[src/rtl/mdu_pkg.sv]
// rtl/mdu_pkg.sv - MDU opcode encodings, operand signedness helpers and conditioned-operation record
package mdu_pkg;

  localparam int PAR_W = 32;
  localparam int OPC_W = 3;

  localparam logic [OPC_W-1:0] MUL    = 3'b000;
  localparam logic [OPC_W-1:0] MULH   = 3'b001;
  localparam logic [OPC_W-1:0] MULHSU = 3'b010;
  localparam logic [OPC_W-1:0] MULHU  = 3'b011;
  localparam logic [OPC_W-1:0] DIV    = 3'b100;
  localparam logic [OPC_W-1:0] DIVU   = 3'b101;
  localparam logic [OPC_W-1:0] REM    = 3'b110;
  localparam logic [OPC_W-1:0] REMU   = 3'b111;

  typedef struct packed {
    logic [PAR_W:0]   op0;
    logic [PAR_W:0]   op1;
    logic [OPC_W-1:0] opCode;
    logic             divByZero;
    logic             divOverflow;
    logic             negQuot;
    logic             negRem;
  } condOp_t;

  function automatic logic isDiv(input logic [OPC_W-1:0] op);
    return !(op inside {MUL, MULH, MULHSU, MULHU});
  endfunction

  function automatic logic op0Unsigned(input logic [OPC_W-1:0] op);
    return op inside {DIVU, REMU, MULHSU, MULHU};
  endfunction

  function automatic logic op1Unsigned(input logic [OPC_W-1:0] op);
    return op inside {DIVU, REMU, MULHU};
  endfunction

  // Zero-extended absolute value; MIN maps to 2^(PAR_W-1), which fits in PAR_W+1 bits.
  function automatic logic [PAR_W:0] magnitude(input logic [PAR_W-1:0] v);
    return {1'b0, v[PAR_W-1] ? (~v + 1'b1) : v};
  endfunction

endpackage

[src/rtl/operand_cond_logic.sv]
// rtl/operand_cond_logic.sv - combinational operand widening and division special-case flags
// Optional: MDU_OPERAND_MAGNITUDE_EN replaces signed division operands with their magnitudes.
module operand_cond_logic
  import mdu_pkg::*;
(
  input  logic [PAR_W-1:0] op0_in,
  input  logic [PAR_W-1:0] op1_in,
  input  logic [OPC_W-1:0] op_code,
  output condOp_t          cond_out
);

  logic           div;
  logic           signed_div;
  logic           op0_zero;
  logic [PAR_W:0] op0_ext;
  logic [PAR_W:0] op1_ext;

  always_comb begin
    div        = isDiv(op_code);
    signed_div = div && !op0Unsigned(op_code);
    op0_zero   = (op0_in == '0);
    op0_ext    = op0Unsigned(op_code) ? {1'b0, op0_in} : {op0_in[PAR_W-1], op0_in};
    op1_ext    = op1Unsigned(op_code) ? {1'b0, op1_in} : {op1_in[PAR_W-1], op1_in};
`ifdef MDU_OPERAND_MAGNITUDE_EN
    if (signed_div) begin
      op0_ext = magnitude(op0_in);
      op1_ext = magnitude(op1_in);
    end
`endif
    cond_out             = '0;
    cond_out.op0         = op0_ext;
    cond_out.op1         = op1_ext;
    cond_out.opCode      = op_code;
    cond_out.divByZero   = div && op0_zero;
    cond_out.divOverflow = signed_div && (op1_in == {1'b1, {(PAR_W-1){1'b0}}}) && (op0_in == '1);
    cond_out.negQuot     = signed_div && (op0_in[PAR_W-1] ^ op1_in[PAR_W-1]) && !op0_zero;
    cond_out.negRem      = signed_div && op1_in[PAR_W-1];
  end

endmodule

[src/rtl/operand_cond_stage.sv]
// rtl/operand_cond_stage.sv - registered MDU operand conditioning behind a 2-entry skid buffer
// Optional: MDU_OPERAND_MAGNITUDE_EN (see operand_cond_logic). PAR/OPCODE_WIDTH must match mdu_pkg.
module operand_cond_stage
  import mdu_pkg::*;
#(
  parameter int PAR          = PAR_W,
  parameter int OPCODE_WIDTH = OPC_W
) (
  input  logic                    clk,
  input  logic                    rst,
  input  logic                    flush,
  input  logic                    inValid,
  output logic                    inReady,
  input  logic [OPCODE_WIDTH-1:0] opCode,
  input  logic [PAR-1:0]          op0In,
  input  logic [PAR-1:0]          op1In,
  output logic                    outValid,
  input  logic                    outReady,
  output logic [PAR:0]            op0Out,
  output logic [PAR:0]            op1Out,
  output logic [OPCODE_WIDTH-1:0] opCodeOut,
  output logic                    divByZero,
  output logic                    divOverflow,
  output logic                    negQuot,
  output logic                    negRem
);

  typedef enum logic [1:0] {EMPTY, ONE, FULL} buf_state_t;

  buf_state_t state_q, state_d;
  condOp_t    head_q, head_d;
  condOp_t    skid_q, skid_d;
  condOp_t    cond;
  logic       in_ready_q, in_ready_d;
  logic       out_valid_q, out_valid_d;
  logic       accept, retire;

  operand_cond_logic u_cond (
    .op0_in   (op0In),
    .op1_in   (op1In),
    .op_code  (opCode),
    .cond_out (cond)
  );

  always_comb begin
    accept  = inValid && in_ready_q;
    retire  = out_valid_q && outReady;
    state_d = state_q;
    head_d  = head_q;
    skid_d  = skid_q;
    if (flush) begin
      state_d = EMPTY;
    end else begin
      case (state_q)
        EMPTY: if (accept) begin
          head_d  = cond;
          state_d = ONE;
        end
        ONE: begin
          if (accept && retire) begin
            head_d = cond;
          end else if (accept) begin
            skid_d  = cond;
            state_d = FULL;
          end else if (retire) begin
            state_d = EMPTY;
          end
        end
        FULL: if (retire) begin
          head_d  = skid_q;
          state_d = ONE;
        end
        default: state_d = EMPTY;
      endcase
    end
    // Handshake outputs are registered from the next state, so neither depends on outReady.
    in_ready_d  = (state_d != FULL);
    out_valid_d = (state_d != EMPTY);
  end

  always_ff @(posedge clk or posedge rst) begin
    if (rst) begin
      state_q     <= EMPTY;
      head_q      <= '0;
      skid_q      <= '0;
      in_ready_q  <= 1'b1;
      out_valid_q <= 1'b0;
    end else begin
      state_q     <= state_d;
      head_q      <= head_d;
      skid_q      <= skid_d;
      in_ready_q  <= in_ready_d;
      out_valid_q <= out_valid_d;
    end
  end

  assign inReady     = in_ready_q;
  assign outValid    = out_valid_q;
  assign op0Out      = head_q.op0;
  assign op1Out      = head_q.op1;
  assign opCodeOut   = head_q.opCode;
  assign divByZero   = head_q.divByZero;
  assign divOverflow = head_q.divOverflow;
  assign negQuot     = head_q.negQuot;
  assign negRem      = head_q.negRem;

endmodule
[config.mk]
export PLATFORM = sky130hd
export DESIGN_NAME = operand_cond_stage
export DESIGN_NICKNAME = d
export VERILOG_FILES = /design/src/rtl/mdu_pkg.sv /design/src/rtl/operand_cond_logic.sv /design/src/rtl/operand_cond_stage.sv
export SDC_FILE = /design/constraint.sdc
export NUM_CORES = 1
export LEC_CHECK = 0
export ABC_CLOCK_PERIOD_IN_PS = 11050
export BUFFER_PORTS_ARGS = -buffer_cell sky130_fd_sc_hd__buf_2
export CAP_MARGIN = 40
export CORE_UTILIZATION = 60
export CTS_BUF_LIST = sky130_fd_sc_hd__clkbuf_8
export CTS_CLUSTER_SIZE = 30
export DETAILED_ROUTE_END_ITERATION = 16
export GPL_TIMING_DRIVEN = 0
export PLACE_DENSITY = 0.86
export SYNTH_ARGS = -nofsm -noshare
export SYNTH_HDL_FRONTEND = slang
export SYNTH_SLANG_ARGS = --single-unit
[constraint.sdc]
create_clock -name clk -period 11.05 [get_ports clk]
set_input_delay 3.315 -clock clk [delete_from_list [all_inputs] [get_ports clk]]
set_output_delay 3.315 -clock clk [all_outputs]
set_load 0.01 [all_outputs]
After elaboration in Yosys (flattened, before gate mapping). Cells that the tools add are included.

Memory bits (read-only): 0. Memories kept: 0. Bits in registers: 150. Logic and storage cells: 69. Output and inout port bits: 75. Bits in latches: 0. Input bits: 72. RAM bits: 0.

Divide/modulo/power cells: 0. Add/sub/neg operators: 0. Bitwise logic cells: 3. Shift operators: 0. Reductions and logical operators: 23. Order comparisons: 0. $mul: 0. Equal/unequal tests: 13. Multiplexer cells: 13.

Operator list (count): 2-to-1 mux 73 bit (3); one-hot mux 73 bit (3 select lines) (1); 2-to-1 mux 33 bit (2); == test 32 bit, second input constant (2); logical NOT 32 bit (1); 2-to-1 mux 2 bit (6); logical AND 1 bit (10); inequality test 2 bit, second input constant (4); nonzero test 4 bit (2); == test 3 x 2 -> 1 bit, second input constant (2); == test 3 bit, second input constant (2); one-hot mux 2 bit (3 select lines) (1); nonzero test 3 bit (2); AND reduction 5 bit (1); AND reduction 4 bit (1); == test 3 x 1 -> 1 bit, second input constant (1); logical NOT 1 bit (3); logical NOT 3 bit (1); == test 2 x 1 -> 1 bit, second input constant (1); == test 2 bit, second input constant (1); logical NOT 2 bit (1); inverter 1 bit (2); nonzero test 2 bit (1); bitwise XOR 1 bit (1).

Logic depth before layout (Yosys ltp).
Word-level depth: 8. Depth in mapped cells: 7. Gate-level depth less buffers: 5.

Hierarchy. A second synthesis with hierarchy kept.

Cell total of the unflattened synthesis: 520. Area, all modules: 7410.9 um2.

Modules (own cells, without submodules): operand_cond_stage (area each 6631.4 um2, cells each 409, instances 1, seq. area each 3754.9 um2); operand_cond_logic (area each 779.5 um2, cells each 111, instances 1, seq. area each 0.0 um2).

Worst setup path after synthesis. OpenSTA, ideal clock, no wires.

Path type: input -> register. Start point: input port outReady. End point: register head_q, in the netlist divOverflow. Required time: 10.922 ns. Cell stages on the path: 6. Path buffers: 1. Arrival time: 4.202 ns. Setup slack: 6.720 ns. Cell sequence: nand2_1 or2_4 a21oi_4 buf_4 mux2i_1 o21ai_0.

Word-level cells in the longest chain between the ends: 4.

RTL lines: start: declaration (RTL line operand_cond_stage.sv:18) `input logic outReady,`; logical AND 1 bit * (RTL line operand_cond_stage.sv:47) `retire = out_valid_q && outReady;`; logical AND 1 bit (RTL line operand_cond_stage.sv:60) `if (accept && retire) begin`; inequality test 2 bit (no source line); AND reduction 5 bit (no source line) *; end signal: assignment (RTL line operand_cond_stage.sv:84) `head_q <= '0;`; end signal: assignment (RTL line operand_cond_stage.sv:90) `head_q <= head_d;`; end: declaration (RTL line operand_cond_stage.sv:31) `condOp_t head_q, head_d;`.

Every way passes the cells marked *; elsewhere a longest branch is shown, timed or not. A chain may end at the register's enable or synchronous reset.

Worst setup path in the final report.
Start point: register in_ready_q, in the netlist inReady. End point: output port inReady.

RTL lines: start: declaration (RTL line operand_cond_stage.sv:34) `logic in_ready_q, in_ready_d;`; start signal: assignment (RTL line operand_cond_stage.sv:92) `in_ready_q <= in_ready_d;`; end: declaration (RTL line operand_cond_stage.sv:13) `output logic inReady,`.

No word-level cell between the ends.

==> summary.md <==
| Metric | Value |
|---|---|
| Status | `finished, final reports clean` |
| Die footprint | `12200 um^2` |
| FILL cells | `approximately 780` |
| Syn Std Cell Area | `7080 um^2` |
| IO Port Bufs | `around 150` |
| CTS Buf Count | `17` |
| Setup CP Type | `reg -> out` |
| Worst Skew | `0.00846 ns` |
| Vias | `5507` |
| Clock root buffer | `clkbuf_8` |
| Sequential cell area fraction in the yosys report | `53.0%` |
| Hold slack final | `0.491 ns` |
| EDFF count, synth | `0` |
| Final Util | `between 70% and 80%` |
| Post-Synth Simple-Gate Area | `18.1%` |
| Cell count after placement | `917` |
| Largest net degree at the start of global routing | `90` |
| Clock sinks | `150` |
| Startpoint types | `flop` |
| Final ANT Viol Nets | `0` |
| Xor/xnor cell area share of the yosys netlist | `less than 1%` |
| Max cap viols | `0` |
| Fin crit share | `about two fifths` |
| Vias in the first global route | `roughly 5.6k` |
| Mean Syn Cell Area | `11.3 um^2` |
| Relative slew slack | `62.2%` |
| Mapped Cells | `627` |
| DRC viols | `0` |
| Most common cell in the netlist | `nand2_1` |
| DR WL/cell | `18.1 um` |
| Clock Pin Slew Worst Setup and Hold Paths | `0.07 ns` |
| Pwr Density | `around 220 nW/um^2` |
| Fin. Hold Viols | `0` |
| Min-Delay Path Class | `reg -> reg` |
| Placed cell areas | `~8000 um^2` |
| CTS max path bufs | `2` |
| CTS tree | `built` |
| Tot GR Track Use | `29.5%` |
| Worst Tran Pin Value | `0.567 ns` |
| Starting density of the core | `61.8%` |
| Die Width | `111 um` |
| Leak | `around 3.7 nW` |
| Layout Nets | `865` |
| Hold-fix buffers, CTS | `0` |
| CP max-delay cell | `dfstp_2` |
| Unique masters post-synth | `37` |
| Async set-or-reset flop fraction in the synthesized netlist | `100%` |
| GR Overflow Total | `0` |
| Req. time, crit path | `7.74 ns` |
| Post-synthesis adder-cell area fraction | `0%` |
| F_max | `223 MHz` |
| Top cells by area, synth | `dfrtp_1, mux2_2, a31oi_2, nand2_1, nor2_2` |
| Synth Area in Compound Gates | `13.0%` |
| DP Wirelength | `12100 um` |
| Peak supply drop | `around 120 uV` |
| Synth top area share | `52.7%` |
| Syn_nets | `approximately 700` |
| Cell chain of the critical path | `buf_2` |
| CP peak stage delay | `slightly below 0.6 ns` |
| DIE HEIGHT | `111 um` |
| First-pass GRT wire length | `28200 um` |
| Non-Filler Instances | `949` |
| Crit end category | `primary output` |
| Critical path buffers and inverters | `1` |
| Worst-path fanout max | `4` |
| Vias/cell | `5.80` |
| Initial DRC count | `332` |
| Seq cells post-synth | `150` |
| Top_reg_cell synth | `dfrtp_1` |
| Multiplexer share of the synthesized area | `10.8%` |
| Clk_lat worst skew | `around 0.45 ns` |
| # IOs | `147` |
| Setup TNS Final | `0 ns` |
| Row cnt | `39` |
| Ratio of cells with drive above 1 in the final layout | `47.6%` |
| Detailed Routing Iterations Pass 1 | `5` |
| Finished Cell Area | `8460 um^2` |
| RSZ-0062 raised after global routing | `no` |
| Post-route minimum period | `~4.5 ns` |
| H-Tree Level Count | `4` |
| CP arrival | `between 1 and 1.5 ns` |
| Yosys Warn Count | `0` |
| # diodes | `0` |
| Syn-to-layout area delta | `19.4%` |
| Placer Congestion | `roughly 0.83` |
| Critical path's top delay family | `flip-flops` |
| Final WL | `17200 um` |
| Final count of negative-setup-slack endpoints | `0` |
| Largest family of logic cells by synthesized area | `simple AND/OR/NAND/NOR gates` |
| # resized after CTS | `0` |
| Setup Fix Bufs, Post-CTS | `0` |
| Fin. max-slew vios | `0` |
| Commonest cells in the netlist | `nand2_1, dfrtp_1, mux2_2` |
| Initial antenna violation count | `0` |
| Area of the core | `11500 um^2` |
| Post-synth top area cell | `dfrtp_1` |
cell type report:
class	instances	area, um^2	share of cell area, %
Clock inverter	12	159	1.88
Multi-Input combinational cell	434	2970	35.2
Buffer	41	345	4.08
Sequential cell	150	3750	44.4
Inverter	2	12.5	0.148
Timing Repair Buffer	147	758	8.96
Clock buffer	20	275	3.25
Tap cell	143	179	2.12
final timing paths:
check / startpoint / end / slack, ns / cells past startpoint
setup / recovery: inReady / inReady / 6.56 / 1
hold / removal: skid_q[1] / skid_q[1] / 0.49 / 2
setup reg to reg: inReady / skid_q[72] / 9.07 / 7
hold reg to reg: skid_q[1] / skid_q[1] / 0.49 / 2
max in group asynchronous: rst / inReady / 7.29 / 3
min in group asynchronous: rst / skid_q[25] / 2.92 / 2
per-stage QoR:
stage          power (W)  worst slack [ns]
6_report         0.00186              6.56
5_1_grt          0.00195              6.52
4_1_cts          0.00187              6.54
3_5_place_dp     0.00141              6.20
3_3_place_gp     0.00136              2.34
2_1_floorplan    0.00121              3.70
logic make-up after synthesis:
group           count (synthesis)
compound gates                 91
xor+xnor                        1
buf+inv                        43
flops                         150
mux                            68
simple gates                  274
metal layers:
metal / GRT usage, % / share of wire (%) / vias to the layer above
li1: - / - / 2502
met1: 36.8 / 42 / 2750
met2: 50.0 / 51 / 216
met3: 6.04 / 5.2 / 39
met4: 12.5 / 2.1 / 0
met5: 0 / 0 / -
report_power, final:
| part | total (W) | internal [W] | switching [W] |
|---|---|---|---|
| logic | 0.000523 | 0.000266 | 0.000258 |
| clock network | 0.000459 | 0.000260 | 0.000199 |
| registers | 0.000876 | 0.000753 | 0.000123 |
| total | 0.00186 | 0.00128 | 0.000579 |
cells in the final DEF (no fill, tap or decap), types with 5 or more instances in the layout:
| cell type | netlist | layout |
|---|---|---|
| a21oi_1 | 9 | 9 |
| a31oi_1 | 11 | 11 |
| a31oi_2 | 57 | 57 |
| buf_12 | 6 | 6 |
| buf_2 | 12 | 158 |
| buf_6 | 8 | 8 |
| clkbuf_1 | 12 | 12 |
| clkbuf_8 | 0 | 20 |
| dfrtp_1 | 149 | 149 |
| mux2_2 | 67 | 67 |
| nand2_1 | 150 | 150 |
| nand3_1 | 6 | 6 |
| nand4_1 | 10 | 10 |
| nor2_1 | 30 | 30 |
| nor2_2 | 50 | 50 |
| nor4_1 | 15 | 15 |
| o21ai_0 | 5 | 5 |
worst min-delay path, cell delays in order (launching register included):
cell	delay, ns
dfrtp_1	0.35
nand2_1	0.05
o31ai_1	0.06
registers in the layout (all words and copies together) (netlist names):
name and count:
skid_q 73, op0Out 33, op1Out 33, opCodeOut 3, state_q 2, divByZero 1, divOverflow 1, inReady 1
negQuot 1, negRem 1, outValid 1
Note: power is estimated with default switching activity, not from simulation.
